`src/rtl/fp_add_seq.sv`:
```
// fp_add_seq: same-sign single-precision adder sequencer.
//
// Unpacks two IEEE-754 operands and aligns the smaller mantissa. It then
// drives one REQ/ACK handshake to an external 24-bit mantissa adder,
// normalizes the captured sum and repacks it.
//
// Ports:
//   CLK, RSTN            clock (rising edge), async active-low reset
//   START, OPA, OPB      start pulse and operands, sampled in IDLE only
//   BUSY, DONE           not-idle flag, one-cycle completion pulse
//   RESULT, OVF, ERR     packed result and flags, held until the next op
//   ADD_REQ, ADD_A/B     adder request and operands (stable while REQ=1)
//   ADD_Z, ADD_COUT      adder sum/carry, valid only while ADD_ACK=1
//   ADD_ACK              adder acknowledge (may be combinational on REQ)
//
// Optional feature macro: FPU_ADD_RNE_EN adds round-to-nearest-even. It
// uses a second adder handshake (ROUND_REQ) when an increment is needed.
// With the macro undefined, results are truncated.
//
// state      | meaning
// -----------+---------------------------------------------------------
// S_IDLE     | waiting for START
// S_ALIGN    | unpack, special-case check, align smaller mantissa
// S_REQ_WAIT | ADD_REQ high, waiting for ADD_ACK or timeout
// S_NORM     | normalize captured sum, pack result (or request rounding)
// S_ROUND_REQ| (RNE only) increment handshake, ADD_A=mantissa, ADD_B=1
// S_DONE     | DONE pulse, result/flags valid

module fp_add_seq #(
  parameter int ACK_TIMEOUT = 15
) (
  input  logic        CLK,
  input  logic        RSTN,
  input  logic        START,
  input  logic [31:0] OPA,
  input  logic [31:0] OPB,
  output logic        BUSY,
  output logic        DONE,
  output logic [31:0] RESULT,
  output logic        OVF,
  output logic        ERR,
  output logic        ADD_REQ,
  output logic [23:0] ADD_A,
  output logic [23:0] ADD_B,
  input  logic [23:0] ADD_Z,
  input  logic        ADD_COUT,
  input  logic        ADD_ACK
);

  localparam logic [31:0] QNAN     = 32'h7FC0_0000;
  localparam logic [7:0]  TMR_LOAD = 8'(ACK_TIMEOUT - 1);

  typedef enum logic [2:0] {
    S_IDLE,
    S_ALIGN,
    S_REQ_WAIT,
    S_NORM,
`ifdef FPU_ADD_RNE_EN
    S_ROUND_REQ,
`endif
    S_DONE
  } state_t;

  state_t state, state_nxt;

  logic [31:0] opa_q, opb_q;
  logic        sign_q;
  logic [7:0]  exp_q;
  logic [23:0] z_q;
  logic        cout_q;
  logic [7:0]  tmr;
  logic        tmr_tc;

  logic [7:0]  exp_a, exp_b, exp_big, exp_diff;
  logic [23:0] man_a, man_b, man_big, man_small, man_shift;
  logic        a_big, special;

  logic [22:0] norm_frac;
  logic [7:0]  norm_exp;
  logic        norm_ovf, norm_zero;
  logic [31:0] norm_res;

`ifdef FPU_ADD_RNE_EN
  logic [47:0] align_ext;
  logic        grd_in, stk_in;
  logic        grd_q, stk_q, rnd_done_q;
  logic        rnd_grd, rnd_stk, need_rnd;
`endif

  assign tmr_tc = (tmr == 8'h00);

  // Unpack and align; only meaningful while in S_ALIGN.
  always_comb begin
    exp_a     = opa_q[30:23];
    exp_b     = opb_q[30:23];
    man_a     = (exp_a != 8'h00) ? {1'b1, opa_q[22:0]} : 24'h0;
    man_b     = (exp_b != 8'h00) ? {1'b1, opb_q[22:0]} : 24'h0;
    special   = (exp_a == 8'hFF) || (exp_b == 8'hFF) || (opa_q[31] != opb_q[31]);
    a_big     = (exp_a >= exp_b);
    exp_big   = a_big ? exp_a : exp_b;
    exp_diff  = a_big ? (exp_a - exp_b) : (exp_b - exp_a);
    man_big   = a_big ? man_a : man_b;
    man_small = a_big ? man_b : man_a;
`ifdef FPU_ADD_RNE_EN
    // Low half of the extended shift holds the bits shifted out.
    align_ext = {man_small, 24'h0} >> exp_diff;
    man_shift = (exp_diff >= 8'd24) ? 24'h0 : align_ext[47:24];
    if (exp_diff >= 8'd25) begin
      grd_in = 1'b0;
      stk_in = |man_small;
    end else begin
      grd_in = align_ext[23];
      stk_in = |align_ext[22:0];
    end
`else
    man_shift = (exp_diff >= 8'd24) ? 24'h0 : (man_small >> exp_diff);
`endif
  end

  // Normalize the captured sum. The leading 1 is implied, so only the
  // 23 fraction bits are carried around.
  always_comb begin
    norm_frac = cout_q ? z_q[23:1] : z_q[22:0];
    norm_exp  = exp_q + {7'h00, cout_q};
    norm_ovf  = (norm_exp == 8'hFF);
    norm_zero = (z_q == 24'h0) && !cout_q;
    if (norm_ovf)
      norm_res = {sign_q, 8'hFF, 23'h0};
    else if (norm_zero)
      norm_res = {sign_q, 31'h0};
    else
      norm_res = {sign_q, norm_exp, norm_frac};
`ifdef FPU_ADD_RNE_EN
    rnd_grd  = cout_q ? z_q[0] : grd_q;
    rnd_stk  = cout_q ? (grd_q | stk_q) : stk_q;
    need_rnd = !rnd_done_q && !norm_ovf && !norm_zero &&
               rnd_grd && (rnd_stk || norm_frac[0]);
`endif
  end

  always_ff @(posedge CLK or negedge RSTN) begin
    if (!RSTN) state <= S_IDLE;
    else       state <= state_nxt;
  end

  always_comb begin
    state_nxt = state;
    BUSY      = (state != S_IDLE);
    DONE      = 1'b0;
    case (state)
      S_IDLE:  if (START) state_nxt = S_ALIGN;
      S_ALIGN: state_nxt = special ? S_DONE : S_REQ_WAIT;
      S_REQ_WAIT: begin
        if (ADD_ACK)     state_nxt = S_NORM;
        else if (tmr_tc) state_nxt = S_DONE;
      end
      S_NORM: begin
`ifdef FPU_ADD_RNE_EN
        if (need_rnd) state_nxt = S_ROUND_REQ;
        else          state_nxt = S_DONE;
`else
        state_nxt = S_DONE;
`endif
      end
`ifdef FPU_ADD_RNE_EN
      S_ROUND_REQ: begin
        if (ADD_ACK)     state_nxt = S_NORM;
        else if (tmr_tc) state_nxt = S_DONE;
      end
`endif
      S_DONE: begin
        DONE      = 1'b1;
        state_nxt = S_IDLE;
      end
      default: state_nxt = S_IDLE;
    endcase
  end

  always_ff @(posedge CLK or negedge RSTN) begin
    if (!RSTN) begin
      opa_q   <= 32'h0;
      opb_q   <= 32'h0;
      sign_q  <= 1'b0;
      exp_q   <= 8'h0;
      z_q     <= 24'h0;
      cout_q  <= 1'b0;
      tmr     <= 8'h0;
      ADD_REQ <= 1'b0;
      ADD_A   <= 24'h0;
      ADD_B   <= 24'h0;
      RESULT  <= 32'h0;
      OVF     <= 1'b0;
      ERR     <= 1'b0;
`ifdef FPU_ADD_RNE_EN
      grd_q      <= 1'b0;
      stk_q      <= 1'b0;
      rnd_done_q <= 1'b0;
`endif
    end else begin
      case (state)
        S_IDLE: begin
          if (START) begin
            opa_q <= OPA;
            opb_q <= OPB;
          end
        end
        S_ALIGN: begin
          if (special) begin
            RESULT <= QNAN;
            OVF    <= 1'b0;
            ERR    <= 1'b1;
          end else begin
            sign_q  <= opa_q[31];
            exp_q   <= exp_big;
            ADD_A   <= man_big;
            ADD_B   <= man_shift;
            ADD_REQ <= 1'b1;
            tmr     <= TMR_LOAD;
`ifdef FPU_ADD_RNE_EN
            grd_q      <= grd_in;
            stk_q      <= stk_in;
            rnd_done_q <= 1'b0;
`endif
          end
        end
`ifdef FPU_ADD_RNE_EN
        S_REQ_WAIT, S_ROUND_REQ: begin
`else
        S_REQ_WAIT: begin
`endif
          if (ADD_ACK) begin
            // REQ drops on the ACK edge so the adder never sees a repeat.
            z_q     <= ADD_Z;
            cout_q  <= ADD_COUT;
            ADD_REQ <= 1'b0;
`ifdef FPU_ADD_RNE_EN
            if (state == S_ROUND_REQ) rnd_done_q <= 1'b1;
`endif
          end else if (tmr_tc) begin
            ADD_REQ <= 1'b0;
            RESULT  <= QNAN;
            OVF     <= 1'b0;
            ERR     <= 1'b1;
          end else begin
            tmr <= tmr - 8'h01;
          end
        end
        S_NORM: begin
`ifdef FPU_ADD_RNE_EN
          if (need_rnd) begin
            exp_q   <= norm_exp;
            ADD_A   <= {1'b1, norm_frac};
            ADD_B   <= 24'h000001;
            ADD_REQ <= 1'b1;
            tmr     <= TMR_LOAD;
          end else begin
            RESULT <= norm_res;
            OVF    <= norm_ovf;
            ERR    <= 1'b0;
          end
`else
          RESULT <= norm_res;
          OVF    <= norm_ovf;
          ERR    <= 1'b0;
`endif
        end
        default: ;
      endcase
    end
  end

endmodule

```
`config.mk`:
```
export PLATFORM = sky130hd
export DESIGN_NAME = fp_add_seq
export DESIGN_NICKNAME = d
export VERILOG_FILES = /design/src/rtl/fp_add_seq.sv
export SDC_FILE = /design/constraint.sdc
export NUM_CORES = 1
export LEC_CHECK = 0
export CORE_UTILIZATION = 30
export CTS_CLUSTER_DIAMETER = 200
export DETAILED_ROUTE_END_ITERATION = 10
export SYNTH_ARGS = -nofsm -noshare
export SYNTH_HDL_FRONTEND = slang
export SYNTH_SLANG_ARGS = --single-unit
export TNS_END_PERCENT = 5
```
`constraint.sdc`:
```
create_clock -name CLK -period 3.88 [get_ports CLK]
set_input_delay 0.776 -clock CLK [delete_from_list [all_inputs] [get_ports CLK]]
set_output_delay 0.776 -clock CLK [all_outputs]
set_load 0.05 [all_outputs]
```
==> results.cfg, run 1 <==
[die]
ios = 178
start_util_pct = 30.7
die_width_um = 191
rows = 68
coreArea_mm2 = 0.0349
die_h_um = 191
die_area_mm2 = 0.0365

[sta]
timing.fmax_mhz = 273
setup_viol_count_final = 0
finalHoldViolations = 0
finalCritPeriodShare_pct = 94.3
drv_slew = 0
timing.slew.headroom_pct = 45.3
grt_setup_unrepaired = false
fin_ws_ns = 0.222
post-route-min-period_ns = 3.66
setup-tns-final_ns = 0
tightest_slew_ns = 0.814
fin_skew_ns = 0.0144

[clock_network]
clk_latency_ns = 0.45
postCtsSetupBuffers = 0
htree_levels = 4
cts_root_buffer = clkbuf_16
ctsLongestPathBuffers = 2
cts_made_buffers = 17
path_clk_slew_ns = 0.08
cts_tree = done
cts.sinks = 192

[setup_path]
cp.required_ns = 4.26
cp_max_fo = 9
cp.arrival_ns = 4.03
critPathSlowestCell = mux4_2
max_stage_delay_ns = 0.50
cp-end-kind = register
worst_setup_path_start_kind = register
path_cells = inv_1, ha_1, fa_1, nor2b_2, o31ai_1, a211oi_2, or3b_1, mux4_2, a211o_1, or3_4, o21ai_1
critPathKind = register to register

[synth]
synth-seq-cells = 192
syn_area_mm2 = 0.0107
ys_warn_count = 0
ys_seq_area_share_pct = 44.8
synthTopCellsByArea = dfrtp_1 45%, mux2_2 9.2%, mux2i_1 5.2%
synth_top_area_cell = dfrtp_1
yosysTopAreaCellShare_pct = 44.8
syn-num-nets = 1184
syn_avg_cell_area_um2 = 10.0
synth_top_cells_by_count = 192 x dfrtp_1, 114 x nand2_1, 100 x nor2_1
synth_most_common_cell = dfrtp_1
yosys_most_used_dff = dfrtp_1
synth-edff-count = 0
synthesis.instances = 1070
async_flop_share_pct = 100
synth.distinct_cells = 70

[placed_design]
place_ws_ns = 0.232
hpwl_um = 24000
gp_congestion = 0.892
port_buffers = 177

[drt]
drt_iter0_drc = 502
vias = 8960
wl_um = 32200
routedWlPerCell_um = 18.9
ant_nets = 0
vias_per_cell = 5.27
drc_errors = 0
first_pass_iters = 5

[global_routing]
grt_pass1_wl_um = 51400
first_global_vias = 9110
grt_max_degree = 74
gr-total-overflow = 0
grt_usage_pct = 18.1
antenna_found_initial = 0

[finish]
diodes = 0
area_delta_synth_final_pct = 27.9
nFillCells = 3498
layout-drive-gt1-share_pct = 14.8
nNetsFinal = 1346

[min_path]
hold_path.class = input pin to asynchronous set/reset pin

[run]
cap_violations = 0

[run_status]
status = finished clean
[kinds of logic (layout without fill, tap and decap cells)]
group	Yosys count	after routing	synth area share [%]
and+or+nand+nor	327	327	14.2
AOI/OAI and AO/OA	258	258	16.4
DFF	192	192	44.8
muxes	156	156	17.0
buffers and inverters	100	275	3.72
adders and majority gates	21	21	2.59
xor gates and xnor gates	16	16	1.31
[final timing paths]
path / startpoint / slack (ns) / cells past startpoint / endpoint
min in group CLK: RESULT[4] / 0.48 / 2 / RESULT[4]
worst max-delay path: opb_q[23] / 0.22 / 11 / ADD_B[20]
worst min-delay path: RSTN / 0.32 / 1 / z_q[14]
worst min register to register: RESULT[4] / 0.48 / 2 / RESULT[4]
worst max register to register: opb_q[23] / 0.22 / 11 / ADD_B[20]
max in group asynchronous: RSTN / 2.67 / 2 / tmr[6]
[area by class of cell]
type / instances / area, um^2 / share of cell area (%)
clock buffers: 17 / 425 / 3.10
flip-flops and latches: 192 / 4800 / 35.1
inverters: 31 / 116 / 0.849
multi-input cells: 778 / 5540 / 40.4
repair buffers: 212 / 2090 / 15.2
clock inverters: 15 / 164 / 1.20
well taps: 455 / 569 / 4.15
[placed cells by master, fill, tap and decap left out, types with 7 or more instances in the layout]
cell	Yosys	layout
nand4_1	9	9
buf_4	0	31
a31oi_1	13	13
nor3_1	18	18
mux2i_1	56	56
o21ai_1	9	9
dfrtp_1	192	192
mux2_2	88	88
a22o_1	7	7
o31ai_1	10	10
nor4_1	14	13
o211ai_1	11	11
clkbuf_16	0	17
nor2_1	100	98
ha_1	19	18
a221o_1	9	9
a221oi_1	24	24
mux4_2	12	12
xor2_1	10	10
clkdlybuf4s50_1	0	176
or4_1	8	7
nor2b_1	8	8
o21a_1	12	12
nand2_1	114	114
nand3_1	14	14
a211oi_1	21	21
o21ai_0	78	78
a21oi_1	27	27
inv_1	30	30
[state kept, by name, indices dropped and copies added (netlist names), 3 cells and up]
signal and cells:
exp_q 8, opa_q 32, RESULT 32, opb_q 32, z_q 24, tmr 8
ADD_B 24, state 3, ADD_A 24
[critical path: cells and delay by family (launching register included)]
| family | cells | cell delay [ns] |
|---|---|---|
| AOI/OAI and AO/OA | 4 | 0.84 |
| adders and majority gates | 2 | 0.63 |
| and+or+nand+nor | 3 | 1.06 |
| muxes | 1 | 0.50 |
| buffers and inverters | 1 | 0.08 |
| DFF | 1 | 0.46 |
[what timing repair did]
item	in CTS	in global routing
setup endpoints to repair	0	6
hold buffers	0	0
gates resized for setup	0	1
[layer usage]
metal	vias to the layer above	track usage, %	share of wire, %
met1	4429	23.9	45
met5	-	0	0
met3	25	2.88	4.4
li1	4249	-	-
met2	257	30.6	49
met4	0	4.55	1.3
[metrics by stage]
| step | util (%) | instance area [um^2] | hold slack, ns | cells |
|---|---|---|---|---|
| 6_report | 39.3 | 13700 | 0.323 | 1700 |
| 5_1_grt | 39.3 | 13700 | 0.345 | 1700 |
| 3_5_place_dp | 37.6 | 13100 | 0.470 | 1668 |
| 3_3_place_gp | 37.6 | 13100 | 0.459 | 1668 |
| 4_1_cts | 39.3 | 13700 | 0.341 | 1700 |
| 2_1_floorplan | - | 10700 | 0.447 | 1070 |
Power of run 1 is left out: the tool's default activity adds up to more than one toggle a clock period on the data nets, which glitch-free logic cannot reach.
==> run 2: changes to the inputs <==
--- a/config.mk
+++ b/config.mk
@@ -5,9 +5,12 @@
 export SDC_FILE = /design/constraint.sdc
 export NUM_CORES = 1
 export LEC_CHECK = 0
+export CORE_ASPECT_RATIO = 1.4
+export CORE_MARGIN = 5
 export CORE_UTILIZATION = 30
 export CTS_CLUSTER_DIAMETER = 200
 export DETAILED_ROUTE_END_ITERATION = 10
+export MAX_ROUTING_LAYER = met4
 export SYNTH_ARGS = -nofsm -noshare
 export SYNTH_HDL_FRONTEND = slang
 export SYNTH_SLANG_ARGS = --single-unit
==> run 2 against run 1 <==
  * Register-to-register slack about the same
  * Clock skew up 0.0018 ns
  * Utilization down 0.69 points
  * Critical path type unchanged
  * Global-route usage down 0.98 points
==> results.cfg, run 2 (synthesis gave the netlist of run 1 again) <==
[run]
cap_violations = 0

[global_routing]
grt_pass1_wl_um = 52000
grt_max_degree = 104
gr-total-overflow = 0
first_global_vias = 9125
antenna_found_initial = 0
grt_usage_pct = 17.1

[sta]
timing.slew.headroom_pct = 43.7
drv_slew = 0
grt_setup_unrepaired = false
setup-tns-final_ns = 0
setup_viol_count_final = 0
finalCritPeriodShare_pct = 94.0
post-route-min-period_ns = 3.65
timing.fmax_mhz = 274
finalHoldViolations = 0
fin_skew_ns = 0.0162
tightest_slew_ns = 0.845

[die]
die_area_mm2 = 0.0397
coreArea_mm2 = 0.0356
start_util_pct = 30.1
die_h_um = 234
ios = 178
rows = 82
die_width_um = 170

[min_path]
hold_path.class = input pin to asynchronous set/reset pin

[drt]
routedWlPerCell_um = 19.4
drt_iter0_drc = 645
first_pass_iters = 5
vias = 8971
drc_errors = 0
ant_nets = 0
vias_per_cell = 5.26
wl_um = 33200

[setup_path]
worst_setup_path_start_kind = register
cp.required_ns = 4.26
worstReg2RegStart = opb_q[23]
cp.arrival_ns = 4.03
cp-end-kind = register
critPathKind = register to register
r2r_cells = 12
reg2reg_to = ADD_B[13]
cp_max_fo = 12
r2r_setup_slack_ns = 0.23

[clock_network]
cts_made_buffers = 17
ctsLongestPathBuffers = 2
cts_tree = done
cts.sinks = 192
clk_latency_ns = 0.46
ctsResizeCount = 0
cts_hold_buf = 0
path_clk_slew_ns = 0.08
cts_root_buffer = clkbuf_16
postCtsSetupBuffers = 0
htree_levels = 4

[placed_design]
port_buffers = 177
gp_congestion = 0.935
hpwl_um = 25200
place_area_mm2 = 0.0131

[finish]
diodes = 0
top_regs = RESULT: 32 flops, opa_q: 32 flops, opb_q: 32 flops
nNetsFinal = 1346
area_delta_synth_final_pct = 28.2
layout-drive-gt1-share_pct = 14.8
stdcell_area_mm2 = 0.0137
layout_common_cells = 192 x dfrtp_1, 176 x clkdlybuf4s50_1, 114 x nand2_1, 98 x nor2_1, 88 x mux2_2
layout_commonest_cell = dfrtp_1

[run_status]
status = finished clean
==> run 2: worst max-delay path by stage <==
| stage | startpoint | to | cells past startpoint |
|---|---|---|---|
| global placement | opa_q[23] | ADD_B[10] | 9 |
| global route | opa_q[23] | ADD_B[10] | 9 |
| detailed placement | opb_q[23] | ADD_B[12] | 12 |
| floorplan | opa_q[23] | ADD_B[15] | 12 |
| finish | opb_q[23] | ADD_B[13] | 12 |
| CTS | opa_q[23] | ADD_B[10] | 9 |
==> run 2: critical path: stages, from the launching register on <==
cell      delay (ns)
dfrtp_1         0.42
inv_1           0.08
ha_1            0.21
fa_1            0.41
nor2b_2         0.25
o31ai_1         0.12
a211oi_2        0.20
or3b_1          0.37
mux4_2          0.52
a211o_1         0.32
buf_4           0.21
nor2_2          0.26
a221o_1         0.20
==> run 2: layout make-up <==
cell class,instances,area [um^2]
Multi-Input combinational cell,778,5530
Tap cell,462,578
Fill cell,3540,21900
Clock buffer,17,425
Sequential cell,192,4800
Clock inverter,15,184
Timing Repair Buffer,212,2100
Inverter,31,116
==> run 2: per-stage QoR <==
step | utilization [%] | cells | worst slack (ns) | hold WS [ns]
after global placement | 36.9 | 1675 | 0.297 | 0.461
after detailed placement | 36.9 | 1675 | 0.287 | 0.469
after CTS | 38.6 | 1707 | 0.254 | 0.468
after floorplan | - | 1070 | 0.518 | 0.447
after global routing | 38.6 | 1707 | 0.0591 | 0.501
final | 38.6 | 1707 | 0.232 | 0.424
==> run 2: per-layer routing <==
| layer | vias up | GRT usage, % | share of wire, % |
|---|---|---|---|
| met1 | 4383 | 19.9 | 40 |
| met2 | 267 | 29.8 | 52 |
| met5 | - | - | 0 |
| met3 | 61 | 2.57 | 4.8 |
| met4 | 0 | 6.57 | 3.3 |
| li1 | 4260 | - | - |
Power of run 2 is left out for the same reason.
==> run 3: changes to the inputs <==
--- a/config.mk
+++ b/config.mk
@@ -5,7 +5,6 @@
 export SDC_FILE = /design/constraint.sdc
 export NUM_CORES = 1
 export LEC_CHECK = 0
-export CORE_ASPECT_RATIO = 1.4
 export CORE_MARGIN = 5
 export CORE_UTILIZATION = 30
 export CTS_CLUSTER_DIAMETER = 200
==> run 3 against run 2 <==
  * Via count decreased by 0.70%
  * Global-route usage up 0.14 points
  * Highest routed layer unchanged
  * Largest cell class unchanged
  * Critical path depth fell by 1
  * Sequential cell count stayed put
  * Final cell count is essentially flat
  * First-iteration DRC count shrank 44%
  * Worst hold slack lost 0.070 ns
  * Fmax is 2.3% lower
  * Clock skew is 0.0080 ns lower
  * Worst setup slack worse by 0.086 ns
  * Die area fell by 0.13%
  * Sequential share of layout area is essentially flat
==> results.cfg, run 3 (synthesis gave the netlist of run 1 again) <==
[run_status]
status = finished clean

[setup_path]
cp-startpoint = opb_q[23]
critPathSlowestCell = fa_1
reg2reg_to = ADD_B[22]
cp.required_ns = 4.25
worst_setup_path_start_kind = register
worstReg2RegStart = opb_q[23]
crit_end = ADD_B[22]
cp_num_buf_inv = 1
cp.depth = 11
cp_max_fo = 12
r2r_cells = 11
max_stage_delay_ns = 0.51
critPathKind = register to register
path_cells = inv_1, ha_1, fa_1, nor2b_2, o31ai_1, a211oi_2, or3b_1, mux4_2, a211o_2, or3_4, o21ai_1
r2r_setup_slack_ns = 0.15
cp_top_family = simple AND/OR/NAND/NOR gates
cp-end-kind = register
cp.arrival_ns = 4.10

[sta]
fin_skew_ns = 0.00816
setup_viol_count_final = 0
timing.slew.headroom_pct = 52.1
grt_setup_unrepaired = false
finalHoldViolations = 0
finalCritPeriodShare_pct = 96.2
timing.fmax_mhz = 268
tightest_slew_ns = 0.711
setup-tns-final_ns = 0
drv_slew = 0
post-route-min-period_ns = 3.73

[clock_network]
cts_tree = done
path_clk_slew_ns = 0.07
cts.sinks = 192
ctsLongestPathBuffers = 2
htree_levels = 4
cts_root_buffer = clkbuf_16
cts_hold_buf = 0
clk_latency_ns = 0.44
cts_made_buffers = 17

[finish]
nNetsFinal = 1349
diodes = 0
area_delta_synth_final_pct = 28.2
layout_common_cells = 192 x dfrtp_1, 176 x clkdlybuf4s50_1, 114 x nand2_1, 98 x nor2_1, 88 x mux2_2
layout_commonest_cell = dfrtp_1
layout-drive-gt1-share_pct = 15.0
top_regs = RESULT: 32 flops, opa_q: 32 flops, opb_q: 32 flops

[drt]
wl_um = 33100
drc_errors = 0
ant_nets = 0
drt_iter0_drc = 362
first_pass_iters = 5
routedWlPerCell_um = 19.4
vias_per_cell = 5.22
vias = 8908

[placed_design]
gp_congestion = 0.928
port_buffers = 177
hpwl_um = 24800

[die]
start_util_pct = 30.3
die_area_mm2 = 0.0396
coreArea_mm2 = 0.0354
rows = 69
die_h_um = 199
ios = 178
die_width_um = 199

[global_routing]
grt_pass1_wl_um = 52600
grt_max_degree = 81
first_global_vias = 9191
antenna_found_initial = 0
grt_usage_pct = 17.3
gr-total-overflow = 0

[min_path]
hold_path.class = input pin to asynchronous set/reset pin

[run]
cap_violations = 0
-- run 3: cell type report --
cell class / count / area (um^2)
multi-input combinational: 778 / 5530
inverter: 31 / 116
clock buffer: 18 / 439
fill: 3570 / 21700
timing repair buffer: 215 / 2110
clock inverter: 13 / 154
tap: 461 / 577
sequential: 192 / 4800
-- run 3: what timing repair did --
action | 4_1_cts | 5_1_grt
buffers inserted | 0 | 0
resized for setup | 0 | 1
endpoints found under the setup margin | 0 | 5
-- run 3: worst reg2reg max path, stage by stage, from the launching register on --
cell      delay, ns
dfrtp_1        0.44
inv_1          0.09
ha_1           0.22
fa_1           0.51
nor2b_2        0.26
o31ai_1        0.11
a211oi_2       0.20
or3b_1         0.36
mux4_2         0.50
a211o_2        0.40
or3_4          0.44
o21ai_1        0.14
-- run 3: worst min-delay path by stage --
stage | start | endpoint | slack (ns) | cells after the start
CTS | RSTN | RESULT[12] | 0.37 | 1
global placement | RESULT[6] | RESULT[6] | 0.46 | 2
finish | RSTN | z_q[13] | 0.35 | 1
global route | RSTN | RESULT[12] | 0.40 | 1
detailed placement | ADD_A[23] | ADD_A[23] | 0.47 | 2
floorplan | sign_q | sign_q | 0.45 | 2
-- run 3: stage by stage --
step	hold slack, ns	util, %	area, um^2	worst slack [ns]	cells
3_3_place_gp	0.461	37.1	13100	0.231	1677
5_1_grt	0.395	38.8	13700	0.00566	1708
6_report	0.354	38.8	13700	0.146	1708
3_5_place_dp	0.470	37.1	13100	0.138	1677
4_1_cts	0.367	38.8	13700	0.116	1708
2_1_floorplan	0.447	-	10700	0.518	1070
-- run 3: routing by layer --
metal / GRT usage, % / vias to the layer above / part of all wire (%)
met5: - / - / 0
met4: 4.03 / 0 / 1.5
met3: 3.10 / 30 / 4.7
met2: 28.2 / 222 / 49
met1: 22.5 / 4406 / 45
li1: - / 4250 / -
Power of run 3 is left out for the same reason.
